===== config.mk =====
export PLATFORM = sky130hd
export DESIGN_NAME = bram_port_arbiter
export DESIGN_NICKNAME = d
export VERILOG_FILES = /design/src/rtl/bram_port_arbiter_pkg.sv /design/src/rtl/bram_port_arbiter_rr_pick.sv /design/src/rtl/bram_port_arbiter.sv
export SDC_FILE = /design/constraint.sdc
export NUM_CORES = 1
export LEC_CHECK = 0
export CORE_ASPECT_RATIO = 1.25
export CORE_MARGIN = 2
export CORE_UTILIZATION = 34
export DETAILED_ROUTE_END_ITERATION = 10
export PLACE_DENSITY = 0.75
export SYNTH_ARGS = -nofsm -noshare
export SYNTH_HDL_FRONTEND = slang
export SYNTH_SLANG_ARGS = --single-unit
export TNS_END_PERCENT = 20

===== constraint.sdc =====
create_clock -name i_clk -period 2.5 [get_ports i_clk]
set_input_delay 0.25 -clock i_clk [delete_from_list [all_inputs] [get_ports i_clk]]
set_output_delay 0.25 -clock i_clk [all_outputs]
set_load 0.02 [all_outputs]

===== src/rtl/bram_port_arbiter_pkg.sv =====
// Shared definitions for the BRAM port arbiter.
//   REQ_CPU / REQ_DMA : fixed requester indices (the CPU is always index 0;
//                       the first non-CPU requester is the round-robin home slot).
//   tag_t             : read-return pipeline tag {valid, id}. The id names the
//                       requester that receives the returning read data.
package bram_port_arbiter_pkg;

  localparam int REQ_CPU  = 0;
  localparam int REQ_DMA  = 1;
  localparam int TAG_ID_W = 3;

  typedef struct packed {
    logic                valid;
    logic [TAG_ID_W-1:0] id;
  } tag_t;

  localparam tag_t TAG_EMPTY = '{valid: 1'b0, id: '0};

endpackage


===== src/rtl/bram_port_arbiter_rr_pick.sv =====
// Rotating priority encoder.
//   i_req   : request vector, one bit per requester
//   i_start : index that has highest priority this cycle
//   o_gnt   : one-hot of the first set request at or after i_start (wrapping)
//   o_idx   : binary index of that request
//   o_any   : at least one request set
module bram_port_arbiter_rr_pick #(
  parameter int N  = 3,
  parameter int IW = (N > 1) ? $clog2(N) : 1
) (
  input  logic [N-1:0]  i_req,
  input  logic [IW-1:0] i_start,
  output logic [N-1:0]  o_gnt,
  output logic [IW-1:0] o_idx,
  output logic          o_any
);

  always_comb begin
    int k;
    k     = 0;
    o_gnt = '0;
    o_idx = '0;
    o_any = 1'b0;
    for (int i = 0; i < N; i++) begin
      k = (int'(i_start) + i) % N;
      if (!o_any && i_req[k]) begin
        o_any    = 1'b1;
        o_gnt[k] = 1'b1;
        o_idx    = IW'(k);
      end
    end
  end

endmodule


===== src/rtl/bram_port_arbiter.sv =====
// Shares one port of the 64 KB block RAM between NUM_REQ requesters.
// Requester 0 is the CPU; the others are DMA / video fetch.
// Ports:
//   i_clk, i_rst            clock, asynchronous active-high reset
//   i_req/i_we              per-requester request valid and write flag
//   i_addr/i_wdata          packed per-requester address / write data
//   o_gnt                   combinational grant, one-hot or zero
//   o_rvalid/o_rdata        read return, pulse to the issuing requester
//   o_bram_we/addr/di       registered BRAM drive
//   i_bram_do               BRAM read data (valid one cycle after address edge)
//   o_busy                  read(s) in flight in the return pipeline
//
// Handshake: requester k transfers on a rising edge where i_req[k] & o_gnt[k].
// It must hold i_req/i_we/i_addr/i_wdata stable until that edge. At most one
// grant is given per cycle, and grants may be given on consecutive cycles.
module bram_port_arbiter
  import bram_port_arbiter_pkg::*;
#(
  parameter int NUM_REQ  = 3,
  parameter int ADDR_W   = 16,
  parameter int DATA_W   = 8,
  parameter int CPU_PRIO = 1,
  parameter int MAX_RUN  = 4
) (
  input  logic                      i_clk,
  input  logic                      i_rst,
  input  logic [NUM_REQ-1:0]        i_req,
  input  logic [NUM_REQ-1:0]        i_we,
  input  logic [NUM_REQ*ADDR_W-1:0] i_addr,
  input  logic [NUM_REQ*DATA_W-1:0] i_wdata,
  output logic [NUM_REQ-1:0]        o_gnt,
  output logic [NUM_REQ-1:0]        o_rvalid,
  output logic [DATA_W-1:0]         o_rdata,
  output logic                      o_bram_we,
  output logic [ADDR_W-1:0]         o_bram_addr,
  output logic [DATA_W-1:0]         o_bram_di,
  input  logic [DATA_W-1:0]         i_bram_do,
  output logic                      o_busy
);

  localparam int IW    = $clog2(NUM_REQ);
  localparam int RUN_W = 4;
  // Lowest index the rr pointer may take; the CPU is outside the ring when it has priority.
  localparam int RR_LO = (CPU_PRIO != 0) ? REQ_DMA : REQ_CPU;

  logic [IW-1:0]      rr_q, rr_d;
  logic [RUN_W-1:0]   run_q, run_d;
  logic               bram_we_q;
  logic [ADDR_W-1:0]  bram_addr_q;
  logic [DATA_W-1:0]  bram_di_q;
  tag_t               stage1_q, stage2_q;
  logic [NUM_REQ-1:0] rvalid_q, rvalid_d;
  logic [DATA_W-1:0]  rdata_q;

  logic               others_pending;
  logic [NUM_REQ-1:0] rr_req;
  logic [NUM_REQ-1:0] pick_gnt;
  logic [IW-1:0]      pick_idx;
  logic               pick_any;
  logic               cpu_wins;
  logic [NUM_REQ-1:0] gnt;
  logic [IW-1:0]      win_idx;
  logic               xfer;
  logic               sel_we;
  logic [ADDR_W-1:0]  sel_addr;
  logic [DATA_W-1:0]  sel_wdata;

  assign others_pending = |i_req[NUM_REQ-1:1];
  // With CPU priority the ring covers only the non-CPU requesters.
  assign rr_req = (CPU_PRIO != 0) ? {i_req[NUM_REQ-1:1], 1'b0} : i_req;

  bram_port_arbiter_rr_pick #(
    .N  (NUM_REQ),
    .IW (IW)
  ) u_rr_pick (
    .i_req   (rr_req),
    .i_start (rr_q),
    .o_gnt   (pick_gnt),
    .o_idx   (pick_idx),
    .o_any   (pick_any)
  );

  // The CPU yields only once it has taken MAX_RUN grants in a row while someone else waits.
  assign cpu_wins = (CPU_PRIO != 0) && i_req[REQ_CPU] &&
                    !((run_q == RUN_W'(MAX_RUN)) && others_pending);

  always_comb begin
    gnt     = '0;
    win_idx = '0;
    xfer    = 1'b0;
    if (!i_rst) begin
      if (cpu_wins) begin
        gnt[REQ_CPU] = 1'b1;
        win_idx      = IW'(REQ_CPU);
        xfer         = 1'b1;
      end else if (pick_any) begin
        gnt     = pick_gnt;
        win_idx = pick_idx;
        xfer    = 1'b1;
      end
    end
  end

  assign o_gnt     = gnt;
  assign sel_we    = i_we[win_idx];
  assign sel_addr  = i_addr[win_idx*ADDR_W +: ADDR_W];
  assign sel_wdata = i_wdata[win_idx*DATA_W +: DATA_W];

  always_comb begin
    rr_d = rr_q;
    if (xfer && ((CPU_PRIO == 0) || (win_idx != IW'(REQ_CPU)))) begin
      if (win_idx == IW'(NUM_REQ - 1)) rr_d = IW'(RR_LO);
      else                             rr_d = win_idx + 1'b1;
    end
  end

  always_comb begin
    run_d = run_q;
    if (xfer && (win_idx == IW'(REQ_CPU)) && others_pending) begin
      if (run_q != RUN_W'(MAX_RUN)) run_d = run_q + 1'b1;
    end else if ((xfer && (win_idx != IW'(REQ_CPU))) || !others_pending) begin
      run_d = '0;
    end
  end

  always_comb begin
    rvalid_d = '0;
    for (int k = 0; k < NUM_REQ; k++) begin
      rvalid_d[k] = stage2_q.valid && (stage2_q.id == TAG_ID_W'(k));
    end
  end

  always_ff @(posedge i_clk or posedge i_rst) begin
    if (i_rst) begin
      rr_q        <= IW'(REQ_DMA);
      run_q       <= '0;
      bram_we_q   <= 1'b0;
      bram_addr_q <= '0;
      bram_di_q   <= '0;
      stage1_q    <= TAG_EMPTY;
      stage2_q    <= TAG_EMPTY;
      rvalid_q    <= '0;
      rdata_q     <= '0;
    end else begin
      rr_q      <= rr_d;
      run_q     <= run_d;
      bram_we_q <= xfer & sel_we;
      // Address/data hold between transfers so the BRAM port stays quiet.
      if (xfer) begin
        bram_addr_q <= sel_addr;
        bram_di_q   <= sel_wdata;
      end
      stage1_q <= '{valid: xfer & ~sel_we, id: TAG_ID_W'(win_idx)};
      stage2_q <= stage1_q;
      // stage2 lines up with the cycle in which the BRAM output is valid.
      rdata_q  <= i_bram_do;
      rvalid_q <= rvalid_d;
    end
  end

  assign o_bram_we   = bram_we_q;
  assign o_bram_addr = bram_addr_q;
  assign o_bram_di   = bram_di_q;
  assign o_rvalid    = rvalid_q;
  assign o_rdata     = rdata_q;
  assign o_busy      = stage1_q.valid | stage2_q.valid;

endmodule


# After elaboration in Yosys (flattened, before gate mapping)
# Cells that the tools add are included.
dict set report op_classes {
  reduce_logical 24
  eq_ne 6
  add_sub_neg 4
  bitwise_logic 6
  div 3
  n_shift 2
  n_mux 40
  order_cmp 7
}
# cell n
set ops {}
lappend ops {{>= comparator 32 x 1 -> 1 bit (second input constant)} 3}
lappend ops {{< comparator 32 x 4 -> 1 bit (second input constant)} 3}
lappend ops {{modulo 32 x 3 -> 32 bit (second input constant)} 2}
lappend ops {{indexed part select 48 x 7 -> 16 bit} 1}
lappend ops {{modulo 3 x 3 -> 32 bit (second input constant)} 1}
lappend ops {{indexed part select 24 x 6 -> 8 bit} 1}
lappend ops {{two-way mux 1 bit} 17}
lappend ops {{two-way mux 2 bit} 8}
lappend ops {{two-way mux 3 bit} 5}
lappend ops {{logical AND 1 bit} 13}
lappend ops {{two-way mux 4 bit} 3}
lappend ops {{binary-select mux 1 bit (select 2 bit)} 4}
lappend ops {{demux 1 bit (select 2 bit)} 3}
lappend ops {{bitwise OR 3 bit} 2}
lappend ops {{adder 4 x 1 -> 4 bit (second input constant)} 1}
lappend ops {{equality test 2 bit (second input constant)} 2}
lappend ops {{equality test 4 x 3 -> 1 bit (second input constant)} 1}
lappend ops {{logical NOT 1 bit} 4}
lappend ops {{!= test 4 x 3 -> 1 bit (second input constant)} 1}
lappend ops {{nonzero test 2 bit} 2}
lappend ops {{adder 2 x 1 -> 3 bit (second input constant)} 1}
lappend ops {{adder 2 x 2 -> 3 bit (second input constant)} 1}
lappend ops {{logical NOT 3 bit} 1}
lappend ops {{< comparator 2 x 3 -> 1 bit (second input constant)} 1}
lappend ops {{other kinds (10)} 11}
dict set report word_totals {
  inputBits 88
  regBits 48
  output_inout_bits 40
  wordCells 103
}

# Logic depth before layout (Yosys ltp)
dict set report depth {
  depth_word 19
  ltp_mapped 10
}

# Modules after synthesis
# A second synthesis with hierarchy kept.
dict set report unflattened {
  cells_unflattened 258
  hier_area_um2 2688.8
}
# mod cells_each area_per_inst_um2 seq_area_each_um2 instances
set modules_own_cells {}
lappend modules_own_cells {bram_port_arbiter 206 2307.2 1202.4 1}
lappend modules_own_cells {bram_port_arbiter_rr_pick 52 381.6 0.0 1}

# Worst setup path after synthesis
# Ideal clock, no wire load.
dict set report synth_timing {
  path_type {flip-flop to flip-flop}
  startpoint {register rr_q[0]}
  endpoint {register stage1_q[3] (netlist bit)}
  t_arrival_ns 2.265
  synth_period_minus_slack_ns 2.383
  n_path_buf 1
  setup_time_ns 0.118
  path_stages_with_launch 9
  slack_ns 0.117
  required_ns 2.382
  path_cell_list {dfstp_2 inv_1 ha_1 buf_2 nor3_2 or4_4 nor3_4 a211oi_1 a21o_1}
}
dict set report synth_between {
  elab_chain_cells 18
  elab_cells_between_ends 34
}
# element line
set synth_lines {}
lappend synth_lines {{start: declaration} bram_port_arbiter.sv:46} ;# logic [IW-1:0] rr_q, rr_d;
lappend synth_lines {{start signal: assignment} bram_port_arbiter.sv:135} ;# rr_q <= IW'(REQ_DMA);
lappend synth_lines {{start signal: assignment} bram_port_arbiter.sv:145} ;# rr_q <= rr_d;
lappend synth_lines {{branches (longest 17 deep; another with modulo 32 x 3 -> 32 bit)} n/a}
lappend synth_lines {{bitwise AND 1 bit (*)} bram_port_arbiter.sv:153} ;# stage1_q <= '{valid: xfer & ~sel_we, id: TAG_ID_W'(win_idx)};
lappend synth_lines {{end signal: assignment} bram_port_arbiter.sv:153}
lappend synth_lines {{end: declaration} bram_port_arbiter.sv:51} ;# tag_t stage1_q, stage2_q;
# Every way passes the cells marked *. The select of a mux whose other input is x is not followed.
# A chain may end at the register's enable or synchronous reset.

# Final worst setup path
# Ends and elaborated chain as after synthesis.

==> reports/results.ini <==
[placement]
placement.cell_area_sq_um=3680
numPortBuffers=127
place.gp.congestion=0.772
place_hpwl_um=5100

[power]
power.density_nw_per_um2=831
vdd.ir_drop.worst_mv=0.447
leakage_nw=1.64

[drt]
drt_iter0_markers=142
wl_met3_um=445
dr.pass1.iters=5
dr_wl_met2_um=3650
post_drt_wl_per_cell_um=15.4
drc=0
ant_nets=0
viasPerCell=5.07
drt-total-wl_um=6690
highest_layer=met4
vias=2211
drt-met1-wl_um=2460

[sta]
fin_skew_ps=5.40
setup_violations=0
rsz0062_at_grt=no
post-route-period-util=0.957
fin_crit_ps=2390
tns_ps=0
fmax_ghz=0.418
slew_headroom=0.602
final_max_slew_viol_count=0
hold_viol=0
tightest_slew_ps=597

[clock_network]
htree_levels=2
postCtsHoldBufs=0
clockBufferDepth=2
cts_tree=built
cts.sinks=48
cts_buffers=5
root_buffer=clkbuf_8
clk_pin_slew_ps=80
clock_latency_ps=290

[yosys]
postSynthAreaPerCell_sq_um=10.5
ys_async_sr_fraction=1.00
synth-edff-count=0
synth-seq-cells=48
synth.top_cells.by_area=dfrtp_1 53%, a222oi_1 11%, nand2_1 9.1%, ha_1 3.4%, a21oi_1 2.5%
seq_area_frac_synth=0.538
synth_top_area_share=0.527
synthCells=213
yosys-top-cells-count=54 x nand2_1, 47 x dfrtp_1, 24 x a222oi_1
yosysTopAreaCell=dfrtp_1
synth_cell_type_count=41
yosysMostFrequentCell=nand2_1
syn_area_sq_um=2230
synth_ff_type=dfrtp_1
yosysWarnings=0
syn_nets=307

[grt]
grt_pass1_wl_um=10400
grt_pass1_vias=2232
grt_usage=0.183
antenna_found_initial=0
grt-ovfl-total=0
grt_max_degree=49

[min_path]
min_path_type=register to register

[worst_setup_path]
cp.required_ps=2680
path_buf_inv=2
critPathMaxStageDelay_ps=550
path_cells=inv_1 > ha_4 > and3_1 > or4_4 > a211oi_4 > buf_12 > a211oi_1 > a21o_1
crit_type=register to register
critPathTopFamily=simple AND/OR/NAND/NOR gates
crit_slowest_cell=dfstp_2
critical_path.startpoint_type=register
cp.arrival_ps=2580
path_max_fanout=17
cp-end-kind=register

[layout]
drive_above_1_share=0.117
syn_to_final_growth_pct=69.0
finalInstanceArea_sq_um=3770
postLayoutCoreUtil=0.586
antennaDiodeCount=0
fin_nets=442

[floorplan]
core_sq_um=6440
die_width_um=76.5
core.rowCount=33
start_util=0.347
die_h_um=94.6
boundaryPins=128
die-area_sq_um=7240

[outcome]
outcome=finished, final reports clean

[job]
max-cap-violations=0

-- state kept, by name, indices dropped and copies added (netlist names) --
register	flops
rr_q	2
o_rvalid	3
o_bram_di	8
stage2_q	3
stage1_q	3
run_q	4
o_bram_we	1
o_bram_addr	16
o_rdata	8
-- worst reg2reg max path: stages, from the launching register on --
cell and delay (ps):
dfstp_2 550, inv_1 90, ha_4 280, and3_1 190
or4_4 470, a211oi_4 280, buf_12 190, a211oi_1 60
a21o_1 180
-- through the flow --
step / total power, mW / setup WS (ps) / hold WS (ps) / cells
floorplan: 1.92 / 117 / 281 / 213
global placement: 2.61 / 16.3 / 332 / 428
detailed placement: 2.66 / -49.4 / 335 / 428
CTS: 3.17 / 35.7 / 354 / 436
global route: 3.33 / 5.93 / 366 / 436
finish: 3.13 / 108 / 352 / 436
-- area by class of cell --
class / count / area (sq um)
fill: 578 / 2670
tap: 87 / 109
clock buffer: 7 / 86.3
timing repair buffer: 143 / 1400
multi-input combinational: 143 / 941
sequential: 48 / 1200
clock inverter: 1 / 7.51
inverter: 7 / 26.3
-- cells in the final DEF (no fill, tap or decap), types with 2 or more instances in the layout --
| master | count |
|---|---|
| a21o_1 | 2 |
| ha_1 | 5 |
| clkdlybuf4s50_1 | 124 |
| buf_12 | 2 |
| clkbuf_8 | 6 |
| a21oi_1 | 11 |
| clkbuf_2 | 3 |
| a222oi_1 | 24 |
| o21ai_0 | 5 |
| a211o_1 | 2 |
| nor2_2 | 2 |
| nand3_1 | 5 |
| nand2_1 | 54 |
| nor3_1 | 2 |
| buf_4 | 14 |
| nand3b_1 | 2 |
| inv_1 | 6 |
| nor2_1 | 5 |
| dfrtp_1 | 47 |
-- layer usage --
layer,GRT usage,up-vias
li1,-,1045
met3,0.0468,12
met1,0.193,1064
met5,0,-
met2,0.347,90
met4,0.0758,0
-- worst paths after layout --
kind | from | to | slack [ps] | depth (start not counted)
min reg2reg | stage1_q[1] | stage2_q[1] | 350 | 0
min | stage1_q[1] | stage2_q[1] | 350 | 0
max reg2reg | rr_q[0] | stage1_q[3] | 110 | 8
min in group asynchronous | i_rst | o_bram_addr[6] | 600 | 3
max in group asynchronous | i_rst | o_bram_addr[12] | 1510 | 3
max | rr_q[0] | stage1_q[3] | 110 | 8
-- logic make-up (layout without fill, tap and decap cells) --
logic type	count (synthesis)	in the layout	synth area share
flip-flops	48	48	0.538
buffers and inverters	22	158	0.0515
adder cells (fa/ha/maj)	6	6	0.0336
AND/OR/NAND/NOR	81	81	0.170
XOR/XNOR	1	1	0.00392
AO/OA/AOI/OAI	55	55	0.202
-- timing repair --
action | CTS | global route
gates cloned | 0 | 0
gates resized for setup | 8 | 4
pin swaps | 0 | 0
setup endpoints to repair | 12 | 3
setup buffers | 0 | 0
-- power breakdown --
| group | leakage, nW | switching (mW) | internal [mW] |
|---|---|---|---|
| Clock | 0.0445 | 0.242 | 0.225 |
| Sequential | 0.609 | 0.119 | 0.975 |
| Combinational | 0.987 | 0.776 | 0.797 |
| Total | 1.64 | 1.14 | 2.00 |
Note: power is estimated with default switching activity, not from simulation.
